File: src/rtl/mem_arbiter_pkg.sv
// Shared constants for the instruction/data memory arbiter: FSM states,
// grant owner, byte-enable patterns and load/store mode codes.
package mem_arbiter_pkg;

    localparam int WORD_WIDTH = 32;
    localparam int L_S_MODE_W = 3;

    typedef enum logic [1:0] {
        ARB_IDLE   = 2'd0,
        ARB_BUSY_D = 2'd1,
        ARB_BUSY_I = 2'd2
    } arb_state_e;

    typedef enum logic {
        GRANT_I = 1'b0,
        GRANT_D = 1'b1
    } grant_e;

    localparam logic [3:0] BE_WORD = 4'b1111;
    localparam logic [3:0] BE_HALF = 4'b0011;
    localparam logic [3:0] BE_BYTE = 4'b0001;

    localparam logic [L_S_MODE_W-1:0] L_S_WORD   = 3'd0;
    localparam logic [L_S_MODE_W-1:0] L_S_HALF   = 3'd1;
    localparam logic [L_S_MODE_W-1:0] L_S_HALF_U = 3'd2;
    localparam logic [L_S_MODE_W-1:0] L_S_BYTE   = 3'd3;
    localparam logic [L_S_MODE_W-1:0] L_S_BYTE_U = 3'd4;

endpackage

File: src/rtl/mem_arbiter_if.sv
// Single-port memory bus between the arbiter (master) and the unified
// memory slave. Handshake: bus_req holds with stable address/data until the
// slave raises bus_ack for one cycle; read data is valid in the ack cycle.
interface mem_arbiter_if import mem_arbiter_pkg::*; #(
    parameter int W    = WORD_WIDTH,
    parameter int BE_W = W / 8
);
    logic            bus_req;
    logic            bus_we;
    logic [W-1:0]    bus_addr;
    logic [BE_W-1:0] bus_be;
    logic [W-1:0]    bus_wdata;
    logic            bus_ack;
    logic [W-1:0]    bus_rdata;

    modport master (
        output bus_req, bus_we, bus_addr, bus_be, bus_wdata,
        input  bus_ack, bus_rdata
    );

    modport slave (
        input  bus_req, bus_we, bus_addr, bus_be, bus_wdata,
        output bus_ack, bus_rdata
    );
endinterface

File: src/rtl/mem_lane.sv
// Little-endian lane logic: byte enables, replicated store data, alignment
// check, and load shift plus sign/zero extension.
module mem_lane import mem_arbiter_pkg::*; #(
    parameter int W    = WORD_WIDTH,
    parameter int BE_W = W / 8
) (
    input  logic [L_S_MODE_W-1:0] mode_i,
    input  logic [1:0]            off_i,
    input  logic [W-1:0]          wdata_i,
    input  logic [W-1:0]          rdata_i,
    output logic [BE_W-1:0]       be_o,
    output logic [W-1:0]          wdata_o,
    output logic [W-1:0]          rdata_o,
    output logic                  misaligned_o
);
    logic [W-1:0] sh;

    assign sh = rdata_i >> {off_i, 3'b000};

    always_comb begin
        be_o         = '0;
        wdata_o      = wdata_i;
        rdata_o      = '0;
        misaligned_o = 1'b0;
        case (mode_i)
            L_S_WORD: begin
                be_o         = BE_W'(BE_WORD);
                misaligned_o = (off_i != 2'd0);
                rdata_o      = sh;
            end
            L_S_HALF, L_S_HALF_U: begin
                be_o         = BE_W'(BE_HALF) << off_i;
                misaligned_o = off_i[0];
                wdata_o      = {(W/16){wdata_i[15:0]}};
                rdata_o      = (mode_i == L_S_HALF) ? {{(W-16){sh[15]}}, sh[15:0]}
                                                    : {{(W-16){1'b0}}, sh[15:0]};
            end
            L_S_BYTE, L_S_BYTE_U: begin
                be_o    = BE_W'(BE_BYTE) << off_i;
                wdata_o = {(W/8){wdata_i[7:0]}};
                rdata_o = (mode_i == L_S_BYTE) ? {{(W-8){sh[7]}}, sh[7:0]}
                                               : {{(W-8){1'b0}}, sh[7:0]};
            end
            // Unknown modes take the error path with no enables.
            default: misaligned_o = 1'b1;
        endcase
    end
endmodule

File: src/rtl/mem_arbiter.sv
// Arbitrates fetch and data requests onto one req/ack memory bus with
// alternating priority, registered completion pulses and misalignment errors.
module mem_arbiter import mem_arbiter_pkg::*; #(
    parameter int W    = WORD_WIDTH,
    parameter int BE_W = W / 8
) (
    input  logic                  clk,
    input  logic                  rst_n,
    input  logic                  if_req,
    input  logic [W-1:0]          if_addr,
    output logic [W-1:0]          if_data,
    output logic                  if_ready,
    input  logic                  d_load_en,
    input  logic                  d_store_en,
    input  logic [W-1:0]          d_addr,
    input  logic [L_S_MODE_W-1:0] d_mode,
    input  logic [W-1:0]          d_wdata,
    output logic [W-1:0]          d_rdata,
    output logic                  d_ready,
    output logic                  d_err,
    mem_arbiter_if.master         bus,
    output arb_state_e            dbg_state_o
);
    arb_state_e            state_q, state_d;
    grant_e                last_grant_q, last_grant_d;
    logic                  bus_req_q, bus_req_d;
    logic                  bus_we_q, bus_we_d;
    logic [W-1:0]          bus_addr_q, bus_addr_d;
    logic [BE_W-1:0]       bus_be_q, bus_be_d;
    logic [W-1:0]          bus_wdata_q, bus_wdata_d;
    logic [L_S_MODE_W-1:0] mode_q, mode_d;
    logic [1:0]            off_q, off_d;
    logic [W-1:0]          if_data_q, if_data_d;
    logic [W-1:0]          d_rdata_q, d_rdata_d;
    logic                  if_ready_q, if_ready_d;
    logic                  d_ready_q, d_ready_d;
    logic                  d_err_q, d_err_d;

    logic [L_S_MODE_W-1:0] lane_mode;
    logic [1:0]            lane_off;
    logic [BE_W-1:0]       lane_be;
    logic [W-1:0]          lane_wdata;
    logic [W-1:0]          lane_rdata;
    logic                  lane_misaligned;
    logic                  if_elig, d_elig, pick_d, pick_i;

    // One lane unit: live request fields when granting, latched ones when loading.
    always_comb begin
        lane_mode = mode_q;
        lane_off  = off_q;
        if (state_q == ARB_IDLE) begin
            lane_mode = d_mode;
            lane_off  = d_addr[1:0];
        end
    end

    mem_lane #(.W(W), .BE_W(BE_W)) u_lane (
        .mode_i       (lane_mode),
        .off_i        (lane_off),
        .wdata_i      (d_wdata),
        .rdata_i      (bus.bus_rdata),
        .be_o         (lane_be),
        .wdata_o      (lane_wdata),
        .rdata_o      (lane_rdata),
        .misaligned_o (lane_misaligned)
    );

    // A requester whose ready is high is still holding the finished request.
    assign if_elig = if_req & ~if_ready_q;
    assign d_elig  = (d_load_en | d_store_en) & ~d_ready_q;
    assign pick_d  = d_elig & ~((last_grant_q == GRANT_D) & if_elig);
    assign pick_i  = if_elig & ~pick_d;

    always_comb begin
        state_d      = state_q;
        last_grant_d = last_grant_q;
        bus_req_d    = bus_req_q;
        bus_we_d     = bus_we_q;
        bus_addr_d   = bus_addr_q;
        bus_be_d     = bus_be_q;
        bus_wdata_d  = bus_wdata_q;
        mode_d       = mode_q;
        off_d        = off_q;
        if_data_d    = if_data_q;
        d_rdata_d    = d_rdata_q;
        if_ready_d   = 1'b0;
        d_ready_d    = 1'b0;
        d_err_d      = 1'b0;
        case (state_q)
            ARB_IDLE: begin
                if (pick_d) begin
                    last_grant_d = GRANT_D;
                    if (lane_misaligned) begin
                        d_ready_d = 1'b1;
                        d_err_d   = 1'b1;
                        d_rdata_d = '0;
                    end else begin
                        state_d     = ARB_BUSY_D;
                        bus_req_d   = 1'b1;
                        bus_we_d    = d_store_en;
                        bus_addr_d  = {d_addr[W-1:2], 2'b00};
                        bus_be_d    = lane_be;
                        bus_wdata_d = lane_wdata;
                        mode_d      = d_mode;
                        off_d       = d_addr[1:0];
                    end
                end else if (pick_i) begin
                    last_grant_d = GRANT_I;
                    state_d      = ARB_BUSY_I;
                    bus_req_d    = 1'b1;
                    bus_we_d     = 1'b0;
                    bus_addr_d   = if_addr & ~W'(3);
                    bus_be_d     = '1;
                    bus_wdata_d  = '0;
                end
            end
            ARB_BUSY_D: begin
                if (bus.bus_ack) begin
                    state_d   = ARB_IDLE;
                    bus_req_d = 1'b0;
                    d_ready_d = 1'b1;
                    d_rdata_d = bus_we_q ? '0 : lane_rdata;
                end
            end
            ARB_BUSY_I: begin
                if (bus.bus_ack) begin
                    state_d    = ARB_IDLE;
                    bus_req_d  = 1'b0;
                    if_ready_d = 1'b1;
                    if_data_d  = bus.bus_rdata;
                end
            end
            default: begin
                state_d   = ARB_IDLE;
                bus_req_d = 1'b0;
            end
        endcase
    end

    always_ff @(posedge clk) begin
        if (!rst_n) begin
            state_q      <= ARB_IDLE;
            last_grant_q <= GRANT_I;
            bus_req_q    <= 1'b0;
            bus_we_q     <= 1'b0;
            bus_addr_q   <= '0;
            bus_be_q     <= '0;
            bus_wdata_q  <= '0;
            mode_q       <= '0;
            off_q        <= '0;
            if_data_q    <= '0;
            d_rdata_q    <= '0;
            if_ready_q   <= 1'b0;
            d_ready_q    <= 1'b0;
            d_err_q      <= 1'b0;
        end else begin
            state_q      <= state_d;
            last_grant_q <= last_grant_d;
            bus_req_q    <= bus_req_d;
            bus_we_q     <= bus_we_d;
            bus_addr_q   <= bus_addr_d;
            bus_be_q     <= bus_be_d;
            bus_wdata_q  <= bus_wdata_d;
            mode_q       <= mode_d;
            off_q        <= off_d;
            if_data_q    <= if_data_d;
            d_rdata_q    <= d_rdata_d;
            if_ready_q   <= if_ready_d;
            d_ready_q    <= d_ready_d;
            d_err_q      <= d_err_d;
        end
    end

    assign bus.bus_req   = bus_req_q;
    assign bus.bus_we    = bus_we_q;
    assign bus.bus_addr  = bus_addr_q;
    assign bus.bus_be    = bus_be_q;
    assign bus.bus_wdata = bus_wdata_q;
    assign if_data       = if_data_q;
    assign if_ready      = if_ready_q;
    assign d_rdata       = d_rdata_q;
    assign d_ready       = d_ready_q;
    assign d_err         = d_err_q;
    assign dbg_state_o   = state_q;
endmodule

File: src/flat_wrapper.sv
// flat-port wrapper written by rule: the top's interface ports become plain ports
module mem_arbiter_flat import mem_arbiter_pkg::*;
#(
    parameter int W    = WORD_WIDTH,
    parameter int BE_W = W / 8
)
  (clk, rst_n, if_req, if_addr, if_data, if_ready, d_load_en, d_store_en, d_addr, d_mode, d_wdata, d_rdata, d_ready, d_err, dbg_state_o, bus_bus_req, bus_bus_we, bus_bus_addr, bus_bus_be, bus_bus_wdata, bus_bus_ack, bus_bus_rdata);
  mem_arbiter_if #(.W(W), .BE_W(BE_W)) bus_i ();
  input  logic clk;
  input  logic rst_n;
  input  logic if_req;
  input  logic [W-1:0] if_addr;
  output logic [W-1:0] if_data;
  output logic if_ready;
  input  logic d_load_en;
  input  logic d_store_en;
  input  logic [W-1:0] d_addr;
  input  logic [L_S_MODE_W-1:0] d_mode;
  input  logic [W-1:0] d_wdata;
  output logic [W-1:0] d_rdata;
  output logic d_ready;
  output logic d_err;
  output arb_state_e dbg_state_o;
  output wire logic [$bits(bus_i.bus_req)-1:0] bus_bus_req;
  output wire logic [$bits(bus_i.bus_we)-1:0] bus_bus_we;
  output wire logic [$bits(bus_i.bus_addr)-1:0] bus_bus_addr;
  output wire logic [$bits(bus_i.bus_be)-1:0] bus_bus_be;
  output wire logic [$bits(bus_i.bus_wdata)-1:0] bus_bus_wdata;
  input wire logic [$bits(bus_i.bus_ack)-1:0] bus_bus_ack;
  input wire logic [$bits(bus_i.bus_rdata)-1:0] bus_bus_rdata;
  assign bus_bus_req = bus_i.bus_req;
  assign bus_bus_we = bus_i.bus_we;
  assign bus_bus_addr = bus_i.bus_addr;
  assign bus_bus_be = bus_i.bus_be;
  assign bus_bus_wdata = bus_i.bus_wdata;
  assign bus_i.bus_ack = bus_bus_ack;
  assign bus_i.bus_rdata = bus_bus_rdata;
  mem_arbiter #(.W(W), .BE_W(BE_W)) u_core (.clk(clk), .rst_n(rst_n), .if_req(if_req), .if_addr(if_addr), .if_data(if_data), .if_ready(if_ready), .d_load_en(d_load_en), .d_store_en(d_store_en), .d_addr(d_addr), .d_mode(d_mode), .d_wdata(d_wdata), .d_rdata(d_rdata), .d_ready(d_ready), .d_err(d_err), .bus(bus_i), .dbg_state_o(dbg_state_o));
endmodule
File: config.mk
export PLATFORM = sky130hd
export DESIGN_NAME = mem_arbiter_flat
export DESIGN_NICKNAME = d
export VERILOG_FILES = /design/src/rtl/mem_arbiter_pkg.sv /design/src/rtl/mem_arbiter_if.sv /design/src/rtl/mem_lane.sv /design/src/rtl/mem_arbiter.sv /design/src/flat_wrapper.sv
export SDC_FILE = /design/constraint.sdc
export NUM_CORES = 1
export LEC_CHECK = 0
export BUFFER_PORTS_ARGS = -buffer_cell sky130_fd_sc_hd__buf_2
export CAP_MARGIN = 10
export CELL_PAD_IN_SITES_DETAIL_PLACEMENT = 1
export CELL_PAD_IN_SITES_GLOBAL_PLACEMENT = 1
export CORE_UTILIZATION = 36
export CTS_BUF_LIST = sky130_fd_sc_hd__clkbuf_16
export DETAILED_ROUTE_END_ITERATION = 6
export HOLD_SLACK_MARGIN = 0.08
export MAX_ROUTING_LAYER = met4
export PLACE_DENSITY = 0.77
export RECOVER_POWER = 25
export SKIP_LAST_GASP = 1
export SLEW_MARGIN = 5
export SYNTH_ARGS = -nofsm -noshare
export SYNTH_HDL_FRONTEND = slang
export SYNTH_SLANG_ARGS = --single-unit
File: constraint.sdc
create_clock -name clk -period 2.9 [get_ports clk]
set_clock_uncertainty 0.05 [all_clocks]
set_input_delay 0.145 -clock clk [delete_from_list [all_inputs] [get_ports clk]]
set_output_delay 0.145 -clock clk [all_outputs]
set_load 0.005 [all_outputs]
==> results.txt, run 1 <==
----------------------------------------------------
[Status]
  Outcome ... complete, no violations

[Floorplan]
  Die outline area ... 0.0206 mm^2
  Number of rows in the core area ... 51
  Area of the placeable core ... 0.0195 mm^2
  Die X ... 143 um
  Vertical die dimension ... 143 um
  Number of top-level pins ... 276
  Initial standard-cell utilization of the core ... 36.9%

[Critical path]
  Worst r2r dst ... u_core.d_rdata[12]
  CP Launch Type ... register
  Crit path max-delay cell type ... nor3_2
  CP Data Required Time ... 3.20 ns
  Worst path arrival time ... 3.07 ns
  Crit. End Element ... register
  Category of the most critical setup path ... register to register
  Slowest Stage Delay on Critical Path ... 0.79 ns
  Beginning of the worst register-to-register path ... u_core.dbg_state_o[1]
  FF-to-FF path depth ... 8
  Crit-path cells ... inv_1, ha_1, buf_12, mux2i_4, a21boi_2, a21o_1, nor3_2, o2bb2ai_1
  Slack of the worst reg-to-reg path ... 0.13 ns
  CP Max Fanout ... 19
  Last element of the critical path ... u_core.d_rdata[12]
  Critical path launch point ... u_core.dbg_state_o[1]

[Power and ir drop]
  Lkg Pwr ... 4.44 nW
  Sw Ratio ... 41.6%
  Reg power frac ... 25.4%
  Peak ir drop on the vdd network ... 576 uV
  Internal portion of total power ... 6.25 mW
  Net Switching ... 4.44 mW
  Overall power after layout ... 10.7 mW
  Part of the total power dissipated in the clock network ... 21.1%
  Part of the power in combinational logic ... 53.5%
  Pwr dens ... 1020 mW/mm^2

[CTS]
  Clock insertion delay at the later pin of the skew report ... 0.42 ns
  Clock root buffer ... clkbuf_16
  H-tree levels ... 4
  Clock tree from TritonCTS ... done
  Clock buffer count from CTS ... 17
  Clock Sink Count ... 143
  Clock-pin slew reported for the worst setup and hold paths after clock tree synthesis ... 0.07 ns
  Clk buf depth ... 2

[Synthesis]
  Cell taking the most area after synthesis ... dfxtp_1
  Share of the synthesized area in the top cell type ... 39.8%
  Primary FF master, synth ... dfxtp_1
  Number of flops mapped to enable cells by yosys ... 0
  Share of synthesized flip-flops with an asynchronous set or reset ... 0%
  Distinct cells, synth ... 65
  Top cells by area, synth ... dfxtp_1 (40%), nand2_1 (8.6%), mux2i_1 (7.8%)
  Sequential area share after synthesis ... 39.8%
  Mean Syn Cell Area ... 9.13 um^2
  Warning count from the yosys run ... 0
  Post-synthesis cell area ... 0.00720 mm^2
  Syn Inst Count ... 788
  Number of synthesized register bits ... 143

[Final layout]
  Final Util ... 53.7%
  Final net count ... 1289
  Relative area change from synthesis to final layout ... 45.6%
  Leading cell types in the layout, fill and taps excluded ... buf_2 (218), nand2_1 (165), dfxtp_1 (143), dlygate4sd3_1 (105), mux2i_1 (56)
  Most common library cell in the layout ignoring fill and taps ... buf_2
  Share of final-layout standard cells stronger than drive strength 1 ... 30.3%

[Routing]
  Routed Wire Length ... 30.4 mm
  Number of optimization iterations in the first detailed-route pass ... 5
  Average vias per placed instance ... 5.47
  Number of nets with antenna violations after detailed routing ... 0
  DRC violation count after routing ... 0
  Detailed-route wire length per cell ... 21.3 um
  DRT iter0 DRCs ... 424
  Via Count ... 7813

[STA]
  Count of final setup violators ... 0
  Highest attainable clock frequency ... 361 MHz
  Number of slew-limit violations in the final report ... 0
  Fin crit share ... 95.6%
  RSZ-0062 raised after global routing ... no
  Actual transition at the worst max-transition pin ... 1.17 ns
  Setup TNS ... 0 ns
  Final hold violation count ... 0
  Headroom to the max-slew limit ... 21.9%
  Shortest clock period the worst path allows after layout ... 2.77 ns

[Global routing]
  Global-route wire length before repair ... 45.4 mm
  Number of antenna violations at the first check in global routing ... 2
  Vias in the first global route ... 8283
  Aggregate global-route resource usage ... 29.6%
  Largest net degree at the start of global routing ... 57
  Remaining global-route overflow ... 0

[Placed design]
  IO buf count ... 271
  Routability-driven placement congestion ratio ... 0.827
  HPWL reported at the end of detailed placement ... 18.3 mm

[Job]
  Number of max-capacitance violations reported ... 0

[Hold path]
  Worst min-delay path category ... input port to register

----------------------------------------------------
==> through the flow <==
stage / instances / hold WS (ns) / setup slack (ns) / cell area [um^2]
3_5_place_dp: 1286 / 0.358 / 0.0242 / 8810
2_1_floorplan: 789 / 0.221 / 0.480 / 7200
6_report: 1428 / 0.0949 / 0.128 / 10500
3_3_place_gp: 1286 / 0.351 / 0.154 / 8810
5_1_grt: 1428 / 0.116 / 0.0130 / 10500
4_1_cts: 1422 / 0.0804 / 0.154 / 10500
==> cell type report <==
cell class	instances	area [um^2]
sequential	143	2860
inverter	8	30.0
timing repair buffer	406	2650
clock buffer	17	425
clock inverter	14	168
multi-input combinational	573	4000
antenna	2	5.00
fill	2336	9050
tap	265	332
==> synthesized netlist by cell type (3+ instances only) <==
cell / count
xnor2_1: 3
buf_1: 3
mux2i_1: 56
o21ai_0: 23
mux2_2: 40
and3_1: 3
nand2_1: 165
a22oi_1: 8
inv_1: 8
ha_1: 3
a211oi_1: 10
nand3_1: 32
nor2_1: 9
o211ai_1: 9
nor3_4: 3
mux2i_4: 3
mux4_2: 7
a31oi_1: 11
buf_2: 17
a211o_1: 8
clkbuf_1: 32
a21oi_1: 55
a32o_1: 24
buf_6: 6
nor3_1: 19
dfxtp_1: 143
buf_4: 8
o2bb2ai_1: 31
==> critical path: cells and delay by family, from the launching register on <==
kind	cells	cell delay, ns
buffers and inverters	2	0.30
flip-flops	1	0.32
adder cells (fa/ha/maj)	1	0.23
multiplexers	1	0.42
AO/OA/AOI/OAI	3	0.59
AND/OR/NAND/NOR	1	0.79
==> metal layers <==
metal / GRT usage, % / up-vias / share of wire [%]
li1: - / 3609 / -
met1: 34.4 / 3803 / 41
met2: 49.5 / 320 / 50
met3: 5.96 / 81 / 5.2
met4: 13.1 / 0 / 3.3
met5: - / - / 0
==> power by group through the flow <==
| stage | Combinational, mW | Clock, mW | Sequential [mW] |
|---|---|---|---|
| final | 5.72 | 2.26 | 2.72 |
| after CTS | 5.34 | 2.27 | 2.69 |
| after global placement | 5.01 | 0 | 2.70 |
| after global routing | 6.11 | 2.36 | 2.76 |
| after detailed placement | 5.10 | 0 | 2.72 |
| after floorplan | 3.49 | 0 | 2.74 |
==> worst min path at each step <==
stage | start | end | slack [ns] | cells past startpoint
after global routing | d_wdata[15] | u_core.bus.bus_wdata[15] | 0.12 | 3
after CTS | d_addr[11] | u_core.bus.bus_addr[11] | 0.08 | 4
after detailed placement | bus_bus_rdata[3] | u_core.if_data[3] | 0.36 | 3
after global placement | d_wdata[6] | u_core.bus.bus_wdata[6] | 0.35 | 2
final | d_addr[9] | u_core.bus.bus_addr[9] | 0.09 | 4
after floorplan | d_wdata[0] | u_core.bus.bus_wdata[0] | 0.22 | 1
==> sequential cells by signal, indices dropped and copies added, names as in the netlist <==
register and flops:
u_core.if_ready 1, u_core.bus.bus_we 1, u_core.dbg_state_o 2, u_core.last_grant_q 1
u_core.d_rdata 32, u_core.mode_q 3, u_core.bus.bus_wdata 32, u_core.bus.bus_addr 30
u_core.d_ready 1, u_core.d_err 1, u_core.bus.bus_req 1, u_core.off_q 2
u_core.bus.bus_be 4, u_core.if_data 32
==> cell families (layout without fill, tap and decap cells) <==
logic type / Yosys count / count (layout) / share of synthesized area, %
compound gates: 201 / 201 / 20.2
mux: 110 / 110 / 17.9
simple gates: 253 / 254 / 15.9
flops: 143 / 143 / 39.8
xor+xnor: 3 / 3 / 0.365
fa+ha+maj: 3 / 3 / 0.522
other cells: 1 / 4 / 0.0521
buf+inv: 74 / 445 / 5.20
==> repair_timing <==
action / 4_1_cts / 5_1_grt
pin swaps: 0 / 2
cloned: 0 / 2
resized for setup: 1 / 3
hold buffers: 105 / 0
setup buffers: 0 / 2
hold endpoints to repair: 92 / 0
setup endpoints to repair: 1 / 16
(Power assumes the default switching activity.)
==> run 2, diff against run 1 <==
Settings changed: REMOVE_ABC_BUFFERS set to 1.
==> run 2 against run 1 <==
Against the previous run: clock power hardly changed; die area stayed put; combinational power is 3.5% lower; wire length is 1.1% lower; via count is 0.31% higher; cell count stayed put; hold slack worse by 0.013 ns; non-clock buffer count is 2 lower; sequential power hardly changed; power is 1.6% lower.
==> results.txt, run 2 (synthesized netlist as in run 1, its figures left out) <==
----------------------------------------------------
[Floorplan]
  Initial standard-cell utilization of the core ... 36.9% (unchanged)
  Number of rows in the core area ... 51 (unchanged)
  Die X ... 143 um (unchanged)
  Die outline area ... 0.0206 mm^2 (unchanged)
  Vertical die dimension ... 143 um (unchanged)
  Area of the placeable core ... 0.0195 mm^2 (unchanged)
  Number of top-level pins ... 276 (unchanged)

[STA]
  Worst hold slack ... 0.0820 ns (was 0.0949 ns)
  Setup TNS ... 0 ns (unchanged)
  RSZ-0062 raised after global routing ... no (unchanged)
  Actual transition at the worst max-transition pin ... 1.22 ns (was 1.17 ns)
  Highest attainable clock frequency ... 360 MHz (was 361 MHz)
  Headroom to the max-slew limit ... 18.5% (was 21.9%)
  Shortest clock period the worst path allows after layout ... 2.78 ns (was 2.77 ns)
  Number of slew-limit violations in the final report ... 0 (unchanged)
  Count of final setup violators ... 0 (unchanged)
  Final hold violation count ... 0 (unchanged)
  Fin crit share ... 95.9% (was 95.6%)

[Final layout]
  Leading cell types in the layout, fill and taps excluded ... buf_2 (217), nand2_1 (165), dfxtp_1 (143), dlygate4sd3_1 (106) (was buf_2 (218), nand2_1 (165), dfxtp_1 (143), dlygate4sd3_1 (105), mux2i_1 (56))
  Share of final-layout standard cells stronger than drive strength 1 ... 30.3% (unchanged)
  Relative area change from synthesis to final layout ... 44.9% (was 45.6%)
  Most common library cell in the layout ignoring fill and taps ... buf_2 (unchanged)
  Final net count ... 1288 (was 1289)
  Final Util ... 53.4% (was 53.7%)
  Number of filler cells placed in the layout ... 2334 (was 2336)

[Global routing]
  Global-route wire length before repair ... 45.2 mm (was 45.4 mm)
  Vias in the first global route ... 8221 (was 8283)
  Largest net degree at the start of global routing ... 80 (was 57)
  Remaining global-route overflow ... 0 (unchanged)
  Aggregate global-route resource usage ... 29.6% (about the same)
  Number of antenna violations at the first check in global routing ... 2 (unchanged)

[Critical path]
  Slowest Stage Delay on Critical Path ... 0.59 ns (was 0.79 ns)
  CP Max Fanout ... 38 (was 19)
  CP Data Required Time ... 3.15 ns (was 3.20 ns)
  Category of cells accounting for the largest share of critical-path delay ... buffers and inverters (was simple AND/OR/NAND/NOR gates)
  Worst path arrival time ... 3.03 ns (was 3.07 ns)
  CP Launch Type ... input port (was register)
  Crit. End Element ... register (unchanged)
  Crit-path cells ... dlygate4sd3_1, buf_2, o21bai_1, nand2b_2, buf_4, mux2_2, dlygate4sd3_1, nand2_1, mux2i_1 (was inv_1, ha_1, buf_12, mux2i_4, a21boi_2, a21o_1, nor3_2, o2bb2ai_1)
  Category of the most critical setup path ... input port to register (was register to register)
  Crit path max-delay cell type ... dlygate4sd3_1 (was nor3_2)
  Dominant cell type by count on the critical path ... dlygate4sd3_1
  Critical path buffer and inverter count ... 4 (was 2)

[Placed design]
  IO buf count ... 271 (unchanged)
  HPWL reported at the end of detailed placement ... 18.1 mm (was 18.3 mm)
  Routability-driven placement congestion ratio ... 0.839 (was 0.827)

[Hold path]
  Worst min-delay path category ... input port to register (unchanged)

[Routing]
  Number of nets with antenna violations after detailed routing ... 0 (unchanged)
  Number of optimization iterations in the first detailed-route pass ... 5 (unchanged)
  Average vias per placed instance ... 5.49 (was 5.47)
  Routed Wire Length ... 30.1 mm (was 30.4 mm)
  Detailed-route wire length per cell ... 21.1 um (was 21.3 um)
  DRT iter0 DRCs ... 363 (was 424)
  DRC violation count after routing ... 0 (unchanged)
  Via Count ... 7837 (was 7813)

[CTS]
  Clk buf depth ... 2 (unchanged)
  Buffers inserted by post-CTS timing repair ... 0 (unchanged)
  Clock Sink Count ... 143 (unchanged)
  Clock insertion delay at the later pin of the skew report ... 0.43 ns (was 0.42 ns)
  Clock tree from TritonCTS ... done (unchanged)
  H-tree levels ... 4 (unchanged)
  Clock root buffer ... clkbuf_16 (unchanged)
  Clock-pin slew reported for the worst setup and hold paths after clock tree synthesis ... 0.06 ns (was 0.07 ns)
  Clock buffer count from CTS ... 17 (unchanged)

[Job]
  Number of max-capacitance violations reported ... 0 (unchanged)

[Power and ir drop]
  Pwr dens ... 1010 mW/mm^2 (was 1020 mW/mm^2)
  Lkg Pwr ... 4.41 nW (was 4.44 nW)
  Peak ir drop on the vdd network ... 711 uV (was 576 uV)

[Status]
  Outcome ... complete, no violations (unchanged)

----------------------------------------------------
run 2: cell count changes in the layout (fill, tap and decap cells not counted), moves of 2 or more:
cell | before | now
inv_6 | 2 | 6
buf_12 | 5 | 2
clkbuf_1 | 50 | 53
clkinv_4 | 4 | 1
inv_8 | 0 | 3
buf_1 | 2 | 0
buf_4 | 24 | 26
clkinv_2 | 2 | 0
nor3_4 | 3 | 5
run 2: cell type report:
type	instances	area (um^2)	area share [%]
Sequential cell	143	2860	27.5
Timing Repair Buffer	404	2580	24.8
Clock buffer	17	425	4.08
Clock inverter	15	174	1.67
Multi-Input combinational cell	574	4020	38.5
Inverter	8	30.0	0.288
Antenna cell	2	5.00	0.0480
Tap cell	265	332	3.18
run 2: per-layer routing:
layer | track usage (%) | vias up | part of all wire, %
met3 | 6.40 | 72 | 6.0
met2 | 51.0 | 305 | 51
li1 | - | 3612 | -
met1 | 32.7 | 3848 | 40
met5 | - | - | 0
met4 | 13.2 | 0 | 3.6
run 2: metrics by stage:
step | power [mW] | instances | instance area [um^2] | setup WS, ns
floorplan | 5.96 | 723 | 6860 | -1.75
global placement | 7.72 | 1286 | 8790 | 0.173
detailed placement | 7.83 | 1286 | 8790 | 0.107
CTS | 10.3 | 1424 | 10500 | 0.0282
global route | 11.1 | 1428 | 10400 | 0.0138
finish | 10.5 | 1428 | 10400 | 0.118
run 2: where the power goes:
group | internal, mW | switching, mW | total, mW | leakage (nW)
Combinational | 2.28 | 3.24 | 5.52 | 2.95
Sequential | 2.43 | 0.291 | 2.72 | 1.16
Clock | 1.30 | 0.982 | 2.28 | 0.289
run 2: tightest hold or removal path, cell delays in order:
cell     delay, ns
buf_2         0.08
nor3_1        0.04
a31oi_1       0.14
a32o_1        0.13
run 2: repair_timing:
item                       4_1_cts  5_1_grt
resized for setup                0        5
hold endpoints to repair        97        0
setup endpoints to repair        0       41
hold buffers                   106        0
run 2: final timing paths:
check | start | to | slack, ns | cells past startpoint
setup reg to reg | u_core.dbg_state_o[1] | u_core.bus.bus_wdata[14] | 0.14 | 9
hold reg to reg | u_core.if_data[21] | u_core.if_data[21] | 0.41 | 2
hold / removal | d_wdata[28] | u_core.bus.bus_wdata[28] | 0.08 | 4
setup / recovery | d_store_en | u_core.bus.bus_addr[20] | 0.12 | 9
==> run 3, diff against run 2 <==
Settings changed: ABC_CLOCK_PERIOD_IN_PS set to 2900, CORE_UTILIZATION 36 to 25, PLACE_DENSITY 0.77 to 0.56.
==> run 3 against run 2 <==
Against the previous run: worst setup slack improved by 0.026 ns; first-iteration DRC count fell by 23%; utilization fell by 15 points; sequential share of layout area fell by 0.65 points; register-to-register slack barely moved; sequential power barely moved; global-route usage fell by 9.6 points; non-clock buffer count rose by 15; combinational power fell by 1%; maximum frequency rose by 0.93%; die area rose by 43%; via count fell by 4.3%; critical path type is now register to register; critical endpoint is now u_core.bus.bus_wdata[30]; largest cell class unchanged.
==> results.txt, run 3 (synthesized netlist as in run 1, its figures left out) <==
----------------------------------------------------
[Placed design]
  Post-placement cell count ... 1404 (was 1286)
  HPWL reported at the end of detailed placement ... 19.4 mm (was 18.1 mm)
  Routability-driven placement congestion ratio ... 0.750 (was 0.839)
  IO buf count ... 271 (unchanged)

[Routing]
  Number of nets with antenna violations after detailed routing ... 0 (unchanged)
  Average vias per placed instance ... 4.83 (was 5.49)
  DRC violation count after routing ... 0 (unchanged)
  Routed Wire Length ... 28.7 mm (was 30.1 mm)
  Number of optimization iterations in the first detailed-route pass ... 4 (was 5)
  DRT iter0 DRCs ... 281 (was 363)
  Via Count ... 7499 (was 7837)
  Detailed-route wire length per cell ... 18.5 um (was 21.1 um)

[Critical path]
  Crit path max-delay cell type ... xnor2_1 (was dlygate4sd3_1)
  Beginning of the worst register-to-register path ... u_core.dbg_state_o[0] (was u_core.dbg_state_o[1])
  Crit. End Element ... register (unchanged)
  Category of the most critical setup path ... register to register (was input port to register)
  CP Data Required Time ... 3.23 ns (was 3.15 ns)
  Critical path launch point ... u_core.dbg_state_o[0] (was d_store_en)
  CP Launch Type ... register (was input port)
  CP Max Fanout ... 25 (was 38)
  Worst path arrival time ... 3.09 ns (was 3.03 ns)
  Slowest Stage Delay on Critical Path ... 0.81 ns (was 0.59 ns)
  Crit-path cells ... inv_1, ha_1, buf_12, mux2i_4, buf_4, xnor2_1, o21ai_0, a31oi_1, a32o_1 (was dlygate4sd3_1, buf_2, o21bai_1, nand2b_2, buf_4, mux2_2, dlygate4sd3_1, nand2_1, mux2i_1)

[Power and ir drop]
  Part of the power in combinational logic ... 52.2% (was 52.5%)
  Lkg Pwr ... 4.47 nW (was 4.41 nW)
  Internal portion of total power ... 6.01 mW (about the same)
  Overall power after layout ... 10.4 mW (was 10.5 mW)
  Reg power frac ... 25.8% (was 25.9%)
  Net Switching ... 4.42 mW (was 4.51 mW)
  Pwr dens ... 977 mW/mm^2 (was 1010 mW/mm^2)
  Sw Ratio ... 42.4% (was 42.9%)
  Part of the total power dissipated in the clock network ... 22.0% (was 21.7%)
  Peak ir drop on the vdd network ... 433 uV (was 711 uV)

[Global routing]
  Vias in the first global route ... 7884 (was 8221)
  Met3 usage ... 4.37% (was 6.40%)
  Global-route wire length before repair ... 43.8 mm (was 45.2 mm)
  Most Used Layer, Global Route ... met2 (unchanged)
  Largest net degree at the start of global routing ... 55 (was 80)
  Number of antenna violations at the first check in global routing ... 0 (was 2)
  Aggregate global-route resource usage ... 20.0% (was 29.6%)
  Remaining global-route overflow ... 0 (unchanged)
  Met1 Usage GRT ... 24.2% (was 32.7%)
  Met2 usage in global routing ... 33.6% (was 51.0%)

[STA]
  Count of final setup violators ... 0 (unchanged)
  Number of slew-limit violations in the final report ... 0 (unchanged)
  RSZ-0062 raised after global routing ... no (unchanged)
  Worst hold slack ... 0.0975 ns (was 0.0820 ns)
  Actual transition at the worst max-transition pin ... 1.01 ns (was 1.22 ns)
  Shortest clock period the worst path allows after layout ... 2.76 ns (was 2.78 ns)
  Highest attainable clock frequency ... 363 MHz (was 360 MHz)
  Headroom to the max-slew limit ... 32.1% (was 18.5%)
  Fin crit share ... 95.0% (was 95.9%)
  Final hold violation count ... 0 (unchanged)

[Final layout]
  Final net count ... 1301 (was 1288)
  Share of final-layout standard cells stronger than drive strength 1 ... 30.1% (was 30.3%)
  Relative area change from synthesis to final layout ... 48.4% (was 44.9%)
  Ant diodes ... 0 (was 2)
  Leading cell types in the layout, fill and taps excluded ... buf_2 (216), nand2_1 (165), dfxtp_1 (143), dlygate4sd3_1 (116), mux2i_1 (56) (was buf_2 (217), nand2_1 (165), dfxtp_1 (143), dlygate4sd3_1 (106))
  Number of non-filler instances in the completed layout ... 1552 (was 1428)
  Most common library cell in the layout ignoring fill and taps ... buf_2 (unchanged)
  Final Util ... 38.1% (was 53.4%)

[CTS]
  Clock-pin slew reported for the worst setup and hold paths after clock tree synthesis ... 0.08 ns (was 0.06 ns)
  H-tree levels ... 4 (unchanged)
  Clock insertion delay at the later pin of the skew report ... 0.42 ns (was 0.43 ns)
  Clock root buffer ... clkbuf_16 (unchanged)
  Clk buf depth ... 2 (unchanged)
  Clock buffer count from CTS ... 17 (unchanged)
  Clock tree from TritonCTS ... done (unchanged)
  Buffers inserted by post-CTS timing repair ... 0 (unchanged)
  Clock Sink Count ... 143 (unchanged)

[Floorplan]
  Number of rows in the core area ... 61 (was 51)
  Area of the placeable core ... 0.0280 mm^2 (was 0.0195 mm^2)
  Die outline area ... 0.0295 mm^2 (was 0.0206 mm^2)
  Vertical die dimension ... 172 um (was 143 um)
  Die X ... 172 um (was 143 um)
  Number of top-level pins ... 276 (unchanged)
  Initial standard-cell utilization of the core ... 25.7% (was 36.9%)

[Job]
  Number of max-capacitance violations reported ... 0 (unchanged)

[Hold path]
  Worst min-delay path category ... input port to register (unchanged)
  Critical hold path startpoint ... if_addr[12] (was d_wdata[28])

[Status]
  Outcome ... complete, no violations (unchanged)

----------------------------------------------------
[run 3: cell count changes in the layout (fill, tap and decap cells not counted), sizes merged]
cell and delta:
dlygate4sd3 +10, buf +5, diode -2, nor3 -2, bufinv -1, clkinv +1
[run 3: path summary, 6_finish.rpt]
kind | endpoint | slack (ns) | cells past startpoint
max reg2reg | u_core.bus.bus_wdata[30] | 0.14 | 9
min | u_core.bus.bus_addr[12] | 0.1 | 4
max | u_core.bus.bus_wdata[30] | 0.14 | 9
min reg2reg | u_core.if_data[4] | 0.40 | 2
[run 3: final cells by class]
| cell class | instances | area (um^2) |
|---|---|---|
| Timing Repair Buffer | 419 | 2740 |
| Clock inverter | 15 | 169 |
| Clock buffer | 17 | 425 |
| Inverter | 8 | 30.0 |
| Sequential cell | 143 | 2860 |
| Tap cell | 378 | 473 |
| Multi-Input combinational cell | 572 | 3980 |
| Fill cell | 3327 | 17300 |
[run 3: worst max-delay path: cells and delay by family, from the launching register on]
family / cells / cell delay, ns
adder cells (fa/ha/maj): 1 / 0.26
AO/OA/AOI/OAI: 3 / 0.57
buffers and inverters: 3 / 0.47
flip-flops: 1 / 0.36
XOR/XNOR: 1 / 0.81
multiplexers: 1 / 0.20
[run 3: power groups by stage]
| stage | logic (mW) | registers, mW | clock network [mW] |
|---|---|---|---|
| after floorplan | 3.22 | 2.74 | 0 |
| after global placement | 5.24 | 2.71 | 0 |
| after detailed placement | 5.29 | 2.72 | 0 |
| after CTS | 5.53 | 2.69 | 2.36 |
| after global routing | 5.95 | 2.75 | 2.43 |
| final | 5.45 | 2.69 | 2.29 |
[run 3: through the flow]
stage | setup TNS (ns) | area [um^2] | setup slack (ns)
finish | 0 | 10700 | 0.144
global route | 0 | 10700 | 0.0419
CTS | 0 | 10700 | 0.0742
detailed placement | 0 | 8990 | 0.120
global placement | 0 | 8990 | 0.197
floorplan | -119.38 | 6860 | -1.75
[run 3: repair_timing]
item,CTS,global route
setup endpoints to repair,0,7
hold endpoints to repair,102,0
hold buffers,116,0
gates resized for setup,0,2
[run 3: layer usage]
layer | up-vias | wire length [um]
met5 | - | 0
met4 | 0 | 314
met3 | 20 | 1730
met2 | 241 | 13800
met1 | 3611 | 12800
li1 | 3627 | -
